--- src/rtl/mem_port_arbiter_if.sv ---
// Memory-port sharing bus between the fetch/load-store requesters, the arbiter and memory.
// The arbiter sits on the slave modport; the requesters and memory together form the master side.
interface mem_port_arbiter_if #(
    parameter int DATA_WIDTH = 32,
    parameter int ADDR_WIDTH = 32
);
    logic                  req0_i;
    logic [ADDR_WIDTH-1:0] addr0_i;
    logic [DATA_WIDTH-1:0] wdata0_i;
    logic                  we0_i;
    logic                  ack0_o;

    logic                  req1_i;
    logic [ADDR_WIDTH-1:0] addr1_i;
    logic [DATA_WIDTH-1:0] wdata1_i;
    logic                  we1_i;
    logic                  ack1_o;

    logic [DATA_WIDTH-1:0] rdata_o;
    logic                  select_o;
    logic                  busy_o;

    logic                  mem_req_o;
    logic [ADDR_WIDTH-1:0] mem_addr_o;
    logic [DATA_WIDTH-1:0] mem_wdata_o;
    logic                  mem_we_o;
    logic                  mem_ready_i;
    logic [DATA_WIDTH-1:0] mem_rdata_i;

    modport slave (
        input  req0_i, addr0_i, wdata0_i, we0_i,
        input  req1_i, addr1_i, wdata1_i, we1_i,
        input  mem_ready_i, mem_rdata_i,
        output ack0_o, ack1_o, rdata_o, select_o, busy_o,
        output mem_req_o, mem_addr_o, mem_wdata_o, mem_we_o
    );

    modport master (
        output req0_i, addr0_i, wdata0_i, we0_i,
        output req1_i, addr1_i, wdata1_i, we1_i,
        output mem_ready_i, mem_rdata_i,
        input  ack0_o, ack1_o, rdata_o, select_o, busy_o,
        input  mem_req_o, mem_addr_o, mem_wdata_o, mem_we_o
    );
endinterface

--- src/rtl/mem_port_arbiter.sv ---
// Round-robin arbiter sharing one memory port between instruction fetch (port 0)
// and load/store (port 1); one access at a time, acknowledged with a one-cycle pulse.
module mem_port_arbiter #(
    parameter int DATA_WIDTH = 32,
    parameter int ADDR_WIDTH = 32
) (
    input  logic              clk_i,
    input  logic              reset_i,
    mem_port_arbiter_if.slave bus
);

    typedef enum logic [1:0] {
        IDLE = 2'd0,
        BUS0 = 2'd1,
        BUS1 = 2'd2,
        DONE = 2'd3
    } state_t;

    state_t                state_q;
    state_t                state_d;
    logic                  select_q;
    logic                  select_d;
    logic                  last_grant_q;
    logic                  last_grant_d;
    logic [DATA_WIDTH-1:0] rdata_q;
    logic [DATA_WIDTH-1:0] rdata_d;

    logic                  any_req;
    logic                  grant_port;
    logic                  on_bus;

    // On a tie the port that was not served last wins; otherwise the lone requester wins.
    always_comb begin
        any_req    = bus.req0_i | bus.req1_i;
        grant_port = (bus.req0_i & bus.req1_i) ? ~last_grant_q : bus.req1_i;
    end

    always_comb begin
        state_d      = state_q;
        select_d     = select_q;
        last_grant_d = last_grant_q;
        rdata_d      = rdata_q;
        unique case (state_q)
            IDLE: begin
                if (any_req) begin
                    state_d      = grant_port ? BUS1 : BUS0;
                    select_d     = grant_port;
                    last_grant_d = grant_port;
                end
            end
            BUS0, BUS1: begin
                if (bus.mem_ready_i) begin
                    state_d = DONE;
                    rdata_d = bus.mem_rdata_i;
                end
            end
            DONE: begin
                state_d = IDLE;
            end
            default: begin
                state_d = IDLE;
            end
        endcase
    end

    always_ff @(posedge clk_i or posedge reset_i) begin
        if (reset_i) begin
            state_q      <= IDLE;
            select_q     <= 1'b0;
            last_grant_q <= 1'b1;
            rdata_q      <= '0;
        end else begin
            state_q      <= state_d;
            select_q     <= select_d;
            last_grant_q <= last_grant_d;
            rdata_q      <= rdata_d;
        end
    end

    // Handshake outputs depend on registered state only; the memory bus follows the select mux.
    assign on_bus          = (state_q == BUS0) || (state_q == BUS1);
    assign bus.mem_req_o   = on_bus;
    assign bus.busy_o      = (state_q != IDLE);
    assign bus.ack0_o      = (state_q == DONE) && !select_q;
    assign bus.ack1_o      = (state_q == DONE) && select_q;
    assign bus.select_o    = select_q;
    assign bus.rdata_o     = rdata_q;
    assign bus.mem_addr_o  = select_q ? bus.addr1_i  : bus.addr0_i;
    assign bus.mem_wdata_o = select_q ? bus.wdata1_i : bus.wdata0_i;
    assign bus.mem_we_o    = on_bus & (select_q ? bus.we1_i : bus.we0_i);

endmodule

--- src/flat_wrapper.sv ---
// flat-port wrapper written by rule: the top's interface ports become plain ports
module mem_port_arbiter_flat 
#(
    parameter int DATA_WIDTH = 32,
    parameter int ADDR_WIDTH = 32
)
  (clk_i, reset_i, bus_req0_i, bus_addr0_i, bus_wdata0_i, bus_we0_i, bus_req1_i, bus_addr1_i, bus_wdata1_i, bus_we1_i, bus_mem_ready_i, bus_mem_rdata_i, bus_ack0_o, bus_ack1_o, bus_rdata_o, bus_select_o, bus_busy_o, bus_mem_req_o, bus_mem_addr_o, bus_mem_wdata_o, bus_mem_we_o);
  mem_port_arbiter_if #(.DATA_WIDTH(DATA_WIDTH), .ADDR_WIDTH(ADDR_WIDTH)) bus_i ();
  input  logic clk_i;
  input  logic reset_i;
  input wire logic [$bits(bus_i.req0_i)-1:0] bus_req0_i;
  input wire logic [$bits(bus_i.addr0_i)-1:0] bus_addr0_i;
  input wire logic [$bits(bus_i.wdata0_i)-1:0] bus_wdata0_i;
  input wire logic [$bits(bus_i.we0_i)-1:0] bus_we0_i;
  input wire logic [$bits(bus_i.req1_i)-1:0] bus_req1_i;
  input wire logic [$bits(bus_i.addr1_i)-1:0] bus_addr1_i;
  input wire logic [$bits(bus_i.wdata1_i)-1:0] bus_wdata1_i;
  input wire logic [$bits(bus_i.we1_i)-1:0] bus_we1_i;
  input wire logic [$bits(bus_i.mem_ready_i)-1:0] bus_mem_ready_i;
  input wire logic [$bits(bus_i.mem_rdata_i)-1:0] bus_mem_rdata_i;
  output wire logic [$bits(bus_i.ack0_o)-1:0] bus_ack0_o;
  output wire logic [$bits(bus_i.ack1_o)-1:0] bus_ack1_o;
  output wire logic [$bits(bus_i.rdata_o)-1:0] bus_rdata_o;
  output wire logic [$bits(bus_i.select_o)-1:0] bus_select_o;
  output wire logic [$bits(bus_i.busy_o)-1:0] bus_busy_o;
  output wire logic [$bits(bus_i.mem_req_o)-1:0] bus_mem_req_o;
  output wire logic [$bits(bus_i.mem_addr_o)-1:0] bus_mem_addr_o;
  output wire logic [$bits(bus_i.mem_wdata_o)-1:0] bus_mem_wdata_o;
  output wire logic [$bits(bus_i.mem_we_o)-1:0] bus_mem_we_o;
  assign bus_i.req0_i = bus_req0_i;
  assign bus_i.addr0_i = bus_addr0_i;
  assign bus_i.wdata0_i = bus_wdata0_i;
  assign bus_i.we0_i = bus_we0_i;
  assign bus_i.req1_i = bus_req1_i;
  assign bus_i.addr1_i = bus_addr1_i;
  assign bus_i.wdata1_i = bus_wdata1_i;
  assign bus_i.we1_i = bus_we1_i;
  assign bus_i.mem_ready_i = bus_mem_ready_i;
  assign bus_i.mem_rdata_i = bus_mem_rdata_i;
  assign bus_ack0_o = bus_i.ack0_o;
  assign bus_ack1_o = bus_i.ack1_o;
  assign bus_rdata_o = bus_i.rdata_o;
  assign bus_select_o = bus_i.select_o;
  assign bus_busy_o = bus_i.busy_o;
  assign bus_mem_req_o = bus_i.mem_req_o;
  assign bus_mem_addr_o = bus_i.mem_addr_o;
  assign bus_mem_wdata_o = bus_i.mem_wdata_o;
  assign bus_mem_we_o = bus_i.mem_we_o;
  mem_port_arbiter #(.DATA_WIDTH(DATA_WIDTH), .ADDR_WIDTH(ADDR_WIDTH)) u_core (.clk_i(clk_i), .reset_i(reset_i), .bus(bus_i));
endmodule
--- config.mk ---
export PLATFORM = sky130hd
export DESIGN_NAME = mem_port_arbiter_flat
export DESIGN_NICKNAME = d
export VERILOG_FILES = /design/src/rtl/mem_port_arbiter_if.sv /design/src/rtl/mem_port_arbiter.sv /design/src/flat_wrapper.sv
export SDC_FILE = /design/constraint.sdc
export NUM_CORES = 1
export LEC_CHECK = 0
export BUFFER_PORTS_ARGS = -buffer_cell sky130_fd_sc_hd__clkbuf_2
export CAP_MARGIN = 10
export CORE_AREA = 4 4 103 105
export CTS_CLUSTER_SIZE = 28
export DETAILED_ROUTE_END_ITERATION = 16
export DIE_AREA = 0 0 107 109
export SKIP_CTS_REPAIR_TIMING = 1
export SYNTH_ARGS = -nofsm -noshare
export SYNTH_HDL_FRONTEND = slang
export SYNTH_SLANG_ARGS = --single-unit
export TNS_END_PERCENT = 50
--- constraint.sdc ---
create_clock -name clk_i -period 1.75 [get_ports clk_i]
set_clock_uncertainty 0.1 [all_clocks]
set_input_delay 0.175 -clock clk_i [delete_from_list [all_inputs] [get_ports clk_i]]
set_output_delay 0.175 -clock clk_i [all_outputs]
set_load 0.02 [all_outputs]
==> impl_metrics.toml, run 1 <==
[routing]
avgViaCountPerCell = 4.18
dr.pass1.iters = 4
drc_errors = 0
vias = 2409
first_iter_violations = 84
wl_mm = 9.45
ant_nets = 0
wire_per_inst_um = 16.4

[cells_and_area]
area_delta_synth_final_pct = 76.4
drive_above_1_share_pct = 87.6
fill_cells = 989
stdcell_area_mm2 = 0.00394
nets = 611

[setup_path]
cp_num_cells = 3
worst_setup_path_start_kind = "flop"
cp_cell_sequence = "buf_12 > mux2_2 > clkbuf_2"
cp_top_family = "flip-flops"
critPathBufInv = 2
critPathCaptureType = "output port"
crit_path_top_delay_cell = "dfrtp_2"
required_ns = 1.47
path_class = "flop to output port"
cp_max_fo = 22
slowest_delay_ns = 0.45
reg2reg_depth = 5
crit_arrival_ns = 1.46

[power_and_ir_drop]
switching_power_mw = 3.09
comb_power_share_pct = 69.4
power_frac_seq_pct = 22.1
p_int_mw = 3.80
switching_share_pct = 44.8
clkPwrFrac_pct = 8.5
powerDensity_mw_per_mm2 = 1750
leakagePower_nw = 2.14
vdd_ir_drop_max_v = 0.000886
p_total_mw = 6.89

[logic_synthesis]
synth_compound_area_share_pct = 2.52
synth-edff-count = 0
yosysTopAreaCell = "mux2_2"
synth_top_area_share_pct = 48.4
netlist_area_mm2 = 0.00223
synth_common_cells = "mux2_2, dfrtp_1, buf_2"
synth_top_family_by_area = "multiplexers"
syn_nets = 338
synth_xor_area_share_pct = 0
ys.flop_type = "dfrtp_1"
synth-simple-area-share_pct = 1.68
synthAdderAreaFrac_pct = 1.68
synthMuxAreaShare_pct = 49.9
avgSynthCellArea_um2 = 13.3
yosysMostFrequentCell = "mux2_2"
yosysSeqAreaShare_pct = 40.4
synth.distinct_cells = 19
syn_inst = 168
ys_seq_elements = 36
yosys_warnings = 0
async_reset_ff_share_pct = 100
yosys-top-cells-area = "mux2_2, dfrtp_1, buf_2"

[global_routing]
grt_max_degree = 26
grt-ovfl-total = 0
grt_first_pass_wirelength_mm = 12.9
grt_pass1_vias = 2486
antenna_found_initial = 4
grt_usage_pct = 14.4

[timing]
worst_pin_slew_ns = 0.573
hold_violations = 0
rsz0062_at_grt = "true"
setup_viol = 0
holdWs_ns = 0.0170
fin_crit_sh_pct = 99.2
slew_headroom_pct = 61.7
fmax_mhz = 576
tns_ns = 0
slew_viol_final = 0
layout_min_cycle_time_ns = 1.74

[floorplan]
start_util_pct = 23.2
rows = 36
num_io_pins = 269
fp.coreArea_mm2 = 0.00964
dieHeight_um = 109
die_x_um = 107
dieArea_mm2 = 0.0117

[clock_tree]
cts.sinks = 36
path_clk_slew_ns = 0.08
clk_latency_ns = 0.28
clockBufferDepth = 2
cts_inserted_buffers = 5
cts_root_buf = "clkbuf_8"
tritoncts = "done"
htreeDepth = 2

[placement]
dpl.hpwl_mm = 8.32
io_buffers = 268
gp_congestion = 0.682
dpl_cell_area_mm2 = 0.00377

[hold_path]
worstHoldPathCells = 2
min_path_type = "input pin to flop"

[outcome]
status = "completed"

[flow_run]
drv_cap = 0
stage by stage:
step                utilization, %  setup slack [ns]  cells
detailed placement            39.2            0.0432    564
global placement              39.2            0.0695    564
finish                        40.9            0.0139    576
global route                  40.9           -0.0261    575
floorplan                        -            0.0521    168
CTS                           40.1           -0.0953    572
routing by layer:
layer  track usage [%]  up-vias  share of wire (%)
met3              7.64       10                 13
met2              23.6      129                 50
met1              17.2     1110                 37
met5                 0        -               0.54
met4              1.64        8               0.24
li1                  -     1152                  -
area by class of cell:
cell class / count / area [um2] / share of cell area (%)
clock buffers: 5 / 68.8 / 1.75
multi-input cells: 116 / 1260 / 32.0
inverters: 5 / 18.8 / 0.476
diodes: 1 / 2.50 / 0.0635
well taps: 133 / 166 / 4.22
flip-flops and latches: 36 / 903 / 22.9
clock inverters: 3 / 18.8 / 0.476
repair buffers: 277 / 1500 / 38.1
registers in the layout, summed over array words and instances (netlist names):
register / flops
u_core.bus.rdata_o: 32
u_core.state_q: 2
u_core.last_grant_q: 1
u_core.bus.select_o: 1
final timing paths:
path / startpoint / endpoint / slack (ns)
min in group asynchronous: reset_i / u_core.bus.rdata_o[13] / 0.37
worst min-delay path: bus_mem_rdata_i[15] / u_core.bus.rdata_o[15] / 0.02
worst min register to register: u_core.bus.rdata_o[3] / u_core.bus.rdata_o[3] / 0.40
worst max register to register: u_core.state_q[0] / u_core.bus.rdata_o[8] / 0.08
max in group asynchronous: reset_i / u_core.bus.rdata_o[14] / 0.66
worst max-delay path: u_core.bus.select_o / bus_mem_wdata_o[12] / 0.01
power groups by stage:
stage | Combinational (mW) | Clock [mW] | Sequential (mW)
after floorplan | 2.69 | 0 | 1.98
after global placement | 4.57 | 0 | 1.52
after detailed placement | 4.63 | 0 | 1.54
after CTS | 4.65 | 0.606 | 1.53
after global routing | 5.09 | 0.641 | 1.58
final | 4.78 | 0.583 | 1.52
placed cells by master, fill, tap and decap left out, drive strengths merged:
cell,count
nand2,3
nor2b,2
inv,5
ha,3
mux2,97
buf,12
clkinv,3
dfstp,1
diode,1
mux2i,2
o32a,1
a32o,1
clkbuf,269
a31oi,3
dfrtp,35
and2,1
dlygate4sd3,1
nor2,2
a21oi,1
kinds of logic (layout without fill, tap and decap cells):
logic type / after synthesis / count (layout)
compound gates: 6 / 6
fa+ha+maj: 3 / 3
buf+inv: 16 / 290
flops: 36 / 36
mux: 99 / 99
other cells: 0 / 1
simple gates: 8 / 8
Power figures use the tool's default switching activity.
==> inputs of run 2 (changes only) <==
--- a/config.mk
+++ b/config.mk
@@ -13,2 +13,3 @@
 export DIE_AREA = 0 0 107 109
+export PLACE_DENSITY = 0.7
 export SKIP_CTS_REPAIR_TIMING = 1
--- a/constraint.sdc
+++ b/constraint.sdc
@@ -4,2 +4,2 @@
 set_output_delay 0.175 -clock clk_i [all_outputs]
-set_load 0.02 [all_outputs]
+set_load 0.1 [all_outputs]
==> impl_metrics.toml, run 2 (synthesized netlist as in run 1, its figures left out) <==
[cells_and_area]
final_cell_mix = "clkbuf_2, mux2_2, buf_12"
antenna_cells = 0
largest_register_ffs = 32
stdcell_area_mm2 = 0.00499
area_delta_synth_final_pct = 123
nets = 609
drive_above_1_share_pct = 88.2
layout.cells.most_common = "clkbuf_2"

[flow_run]
drv_cap = 0

[clock_tree]
path_clk_slew_ns = 0.07
cts_root_buf = "clkbuf_8"
htreeDepth = 2
tritoncts = "done"
clk_latency_ns = 0.28
cts_inserted_buffers = 5
cts.sinks = 36
clockBufferDepth = 2

[timing]
fin_crit_sh_pct = 104
slew_viol_final = 0
layout_min_cycle_time_ns = 1.82
holdWs_ns = 0.0240
slew_headroom_pct = 56.0
tns_ns = -1.84
setup_viol = 57
setup_slack_ns = -0.0691
rsz0062_at_grt = "true"
worst_pin_slew_ns = 0.659
fmax_mhz = 550
hold_violations = 0

[outcome]
violations = "setup timing"
status = "finished with violations"

[placement]
io_buffers = 268
dpl.hpwl_mm = 9.17
pre_cts_ws_ns = 0.0832
gp_congestion = 0.815
dpl_cell_area_mm2 = 0.00489

[global_routing]
grt_pass1_vias = 2649
grt-ovfl-total = 0
antenna_found_initial = 1
grt_first_pass_wirelength_mm = 14.3
grt_usage_pct = 15.8
grt_max_degree = 33

[setup_path]
critPathBufInv = 2
cp_top_family = "flip-flops"
critPathCaptureType = "output port"
cp_cell_sequence = "buf_12 > mux2_2 > buf_12"
cp_max_fo = 31
slowest_delay_ns = 0.47
crit_path_top_delay_cell = "dfrtp_4"
worst_setup_path_start_kind = "flop"
crit_arrival_ns = 1.54
cpMostUsedCell = "buf_12"
required_ns = 1.47
path_class = "flop to output port"

[routing]
ant_nets = 0
first_iter_violations = 72
wl_mm = 10.1
avgViaCountPerCell = 4.30
dr.pass1.iters = 4
drc_errors = 0
vias = 2457
wire_per_inst_um = 17.7

[hold_path]
min_path_type = "input pin to flop"

[floorplan]
fp.coreArea_mm2 = 0.00964
dieArea_mm2 = 0.0117
dieHeight_um = 109
num_io_pins = 269
die_x_um = 107
start_util_pct = 23.2
rows = 36
==> run 2: final cells by class <==
cell class / count / area [um2]
clock buffer: 6 / 72.6
clock inverter: 1 / 5.00
fill: 861 / 4650
inverter: 5 / 18.8
multi-input combinational: 116 / 1340
sequential: 36 / 906
tap: 133 / 166
timing repair buffer: 275 / 2490
==> run 2: worst reg2reg max path, delay by kind of cell, from the launching register on <==
family                     cells  cell delay (ns)
adders and majority gates      1             0.25
buffers and inverters          2             0.35
DFF                            1             0.39
muxes                          1             0.38
and+or+nand+nor                1             0.08
==> run 2: routing by layer <==
layer / wire, um / global-route usage [%]
met1: 3280 / 16.1
met2: 5660 / 30.7
met3: 1080 / 6.16
met4: 102 / 3.20
met5: 20 / 0
==> run 2: path summary, 6_finish.rpt <==
path                                        startpoint  cells after the start  slack [ns]                endpoint
worst max-delay path               u_core.bus.select_o                      3       -0.07      bus_mem_wdata_o[2]
worst min-delay path                        bus_req0_i                      2        0.02     u_core.last_grant_q
worst max register to register       u_core.state_q[1]                      5        0.07   u_core.bus.rdata_o[2]
worst min register to register  u_core.bus.rdata_o[29]                      1        0.41  u_core.bus.rdata_o[29]
max in group asynchronous                      reset_i                      4        0.56   u_core.bus.rdata_o[2]
min in group asynchronous                      reset_i                      3        0.43  u_core.bus.rdata_o[13]
==> run 2: stage by stage <==
step | utilization, % | cells
floorplan | - | 168
global placement | 50.8 | 564
detailed placement | 50.8 | 564
CTS | 51.6 | 571
global route | 51.8 | 572
finish | 51.8 | 572
Power of run 2 is left out: the tool's default activity adds up to more than one toggle a clock period on the data nets, which glitch-free logic cannot reach.
==> inputs of run 3 (changes only) <==
- HOLD_SLACK_MARGIN: unset -> 0.05
==> impl_metrics.toml, run 3 (synthesized netlist as in run 1, its figures left out) <==
[cells_and_area]
layout.cells.most_common = "clkbuf_2"
drive_above_1_share_pct = 82.3
final_cell_mix = "clkbuf_2, mux2_2, buf_12"
fin_cells = 603
regArea_um2 = 906
antenna_cells = 0
nets = 640
area_delta_synth_final_pct = 137
largest_register_ffs = 32
fill_cells = 813
multi_input_area_mm2 = 0.00134

[floorplan]
rows = 36
num_io_pins = 269
die_x_um = 107
fp.coreArea_mm2 = 0.00964
dieHeight_um = 109
dieArea_mm2 = 0.0117
start_util_pct = 23.2

[setup_path]
crit_arrival_ns = 1.54
path_class = "flop to output port"
required_ns = 1.47
reg2reg_depth = 5
cp_max_fo = 31
worst_setup_path_start_kind = "flop"
critPathCaptureType = "output port"

[timing]
rsz0062_at_grt = "true"
worst_pin_slew_ns = 0.660
setup_slack_ns = -0.0668
layout_min_cycle_time_ns = 1.82
slew_headroom_pct = 56.0
tns_ns = -1.71
slew_viol_final = 0
holdWs_ns = 0.0490
hold_violations = 0
setup_viol = 55
fin_crit_sh_pct = 104
fmax_mhz = 550

[placement]
pre_cts_ws_ns = 0.0832
placedCellCount = 564
gp_congestion = 0.815
dpl.hpwl_mm = 9.17
io_buffers = 268

[routing]
first_iter_violations = 74
vias = 2585
drc_errors = 0
avgViaCountPerCell = 4.29
wire_per_inst_um = 17.9
ant_nets = 0
wl_mm = 10.8
dr.pass1.iters = 4

[outcome]
violations = "setup timing"
status = "finished with violations"

[clock_tree]
cts_inserted_buffers = 5
cts_root_buf = "clkbuf_8"
path_clk_slew_ns = 0.07
tritoncts = "done"
htreeDepth = 2
clk_latency_ns = 0.28
clockBufferDepth = 2
cts.sinks = 36

[hold_path]
min_path_type = "input pin to flop"
worstHoldPathCells = 2

[flow_run]
drv_cap = 0

[global_routing]
antenna_found_initial = 1
grt_first_pass_wirelength_mm = 14.3
grt_max_degree = 33
grt_usage_pct = 15.8
grt-ovfl-total = 0
grt_pass1_vias = 2649
[run 3: final timing paths]
kind	start	end	slack (ns)
max reg2reg	u_core.state_q[1]	u_core.bus.rdata_o[2]	0.07
max in group asynchronous	reset_i	u_core.bus.rdata_o[2]	0.55
min reg2reg	u_core.bus.rdata_o[4]	u_core.bus.rdata_o[4]	0.41
min	bus_mem_rdata_i[3]	u_core.bus.rdata_o[3]	0.05
max	u_core.bus.select_o	bus_mem_wdata_o[2]	-0.07
min in group asynchronous	reset_i	u_core.bus.rdata_o[11]	0.45
[run 3: per-stage QoR]
step / area (um2) / util [%]
floorplan: 2330 / -
global placement: 4890 / 50.8
detailed placement: 4890 / 50.8
CTS: 4970 / 51.6
global route: 5300 / 55.0
finish: 5300 / 55.0
[run 3: critical path, stage by stage (launching register included)]
cell and delay (ns):
dfrtp_4 0.47, buf_12 0.20, mux2_2 0.39, buf_12 0.17
[run 3: layout make-up]
type,instances,share of cell area [%]
multi-input cells,116,25.2
repair buffers,306,52.8
flip-flops and latches,36,17.1
inverters,5,0.354
clock inverters,1,0.0944
well taps,133,3.14
clock buffers,6,1.37
[run 3: metal layers]
metal  vias to the layer above  routed length, um  GRT usage, %
met5                         -                 20             0
met1                      1218               3490          16.1
met4                         2                102          3.20
met3                         9               1120          6.16
li1                       1216                  -             -
met2                       140               6040          30.7
Power of run 3 is left out for the same reason.
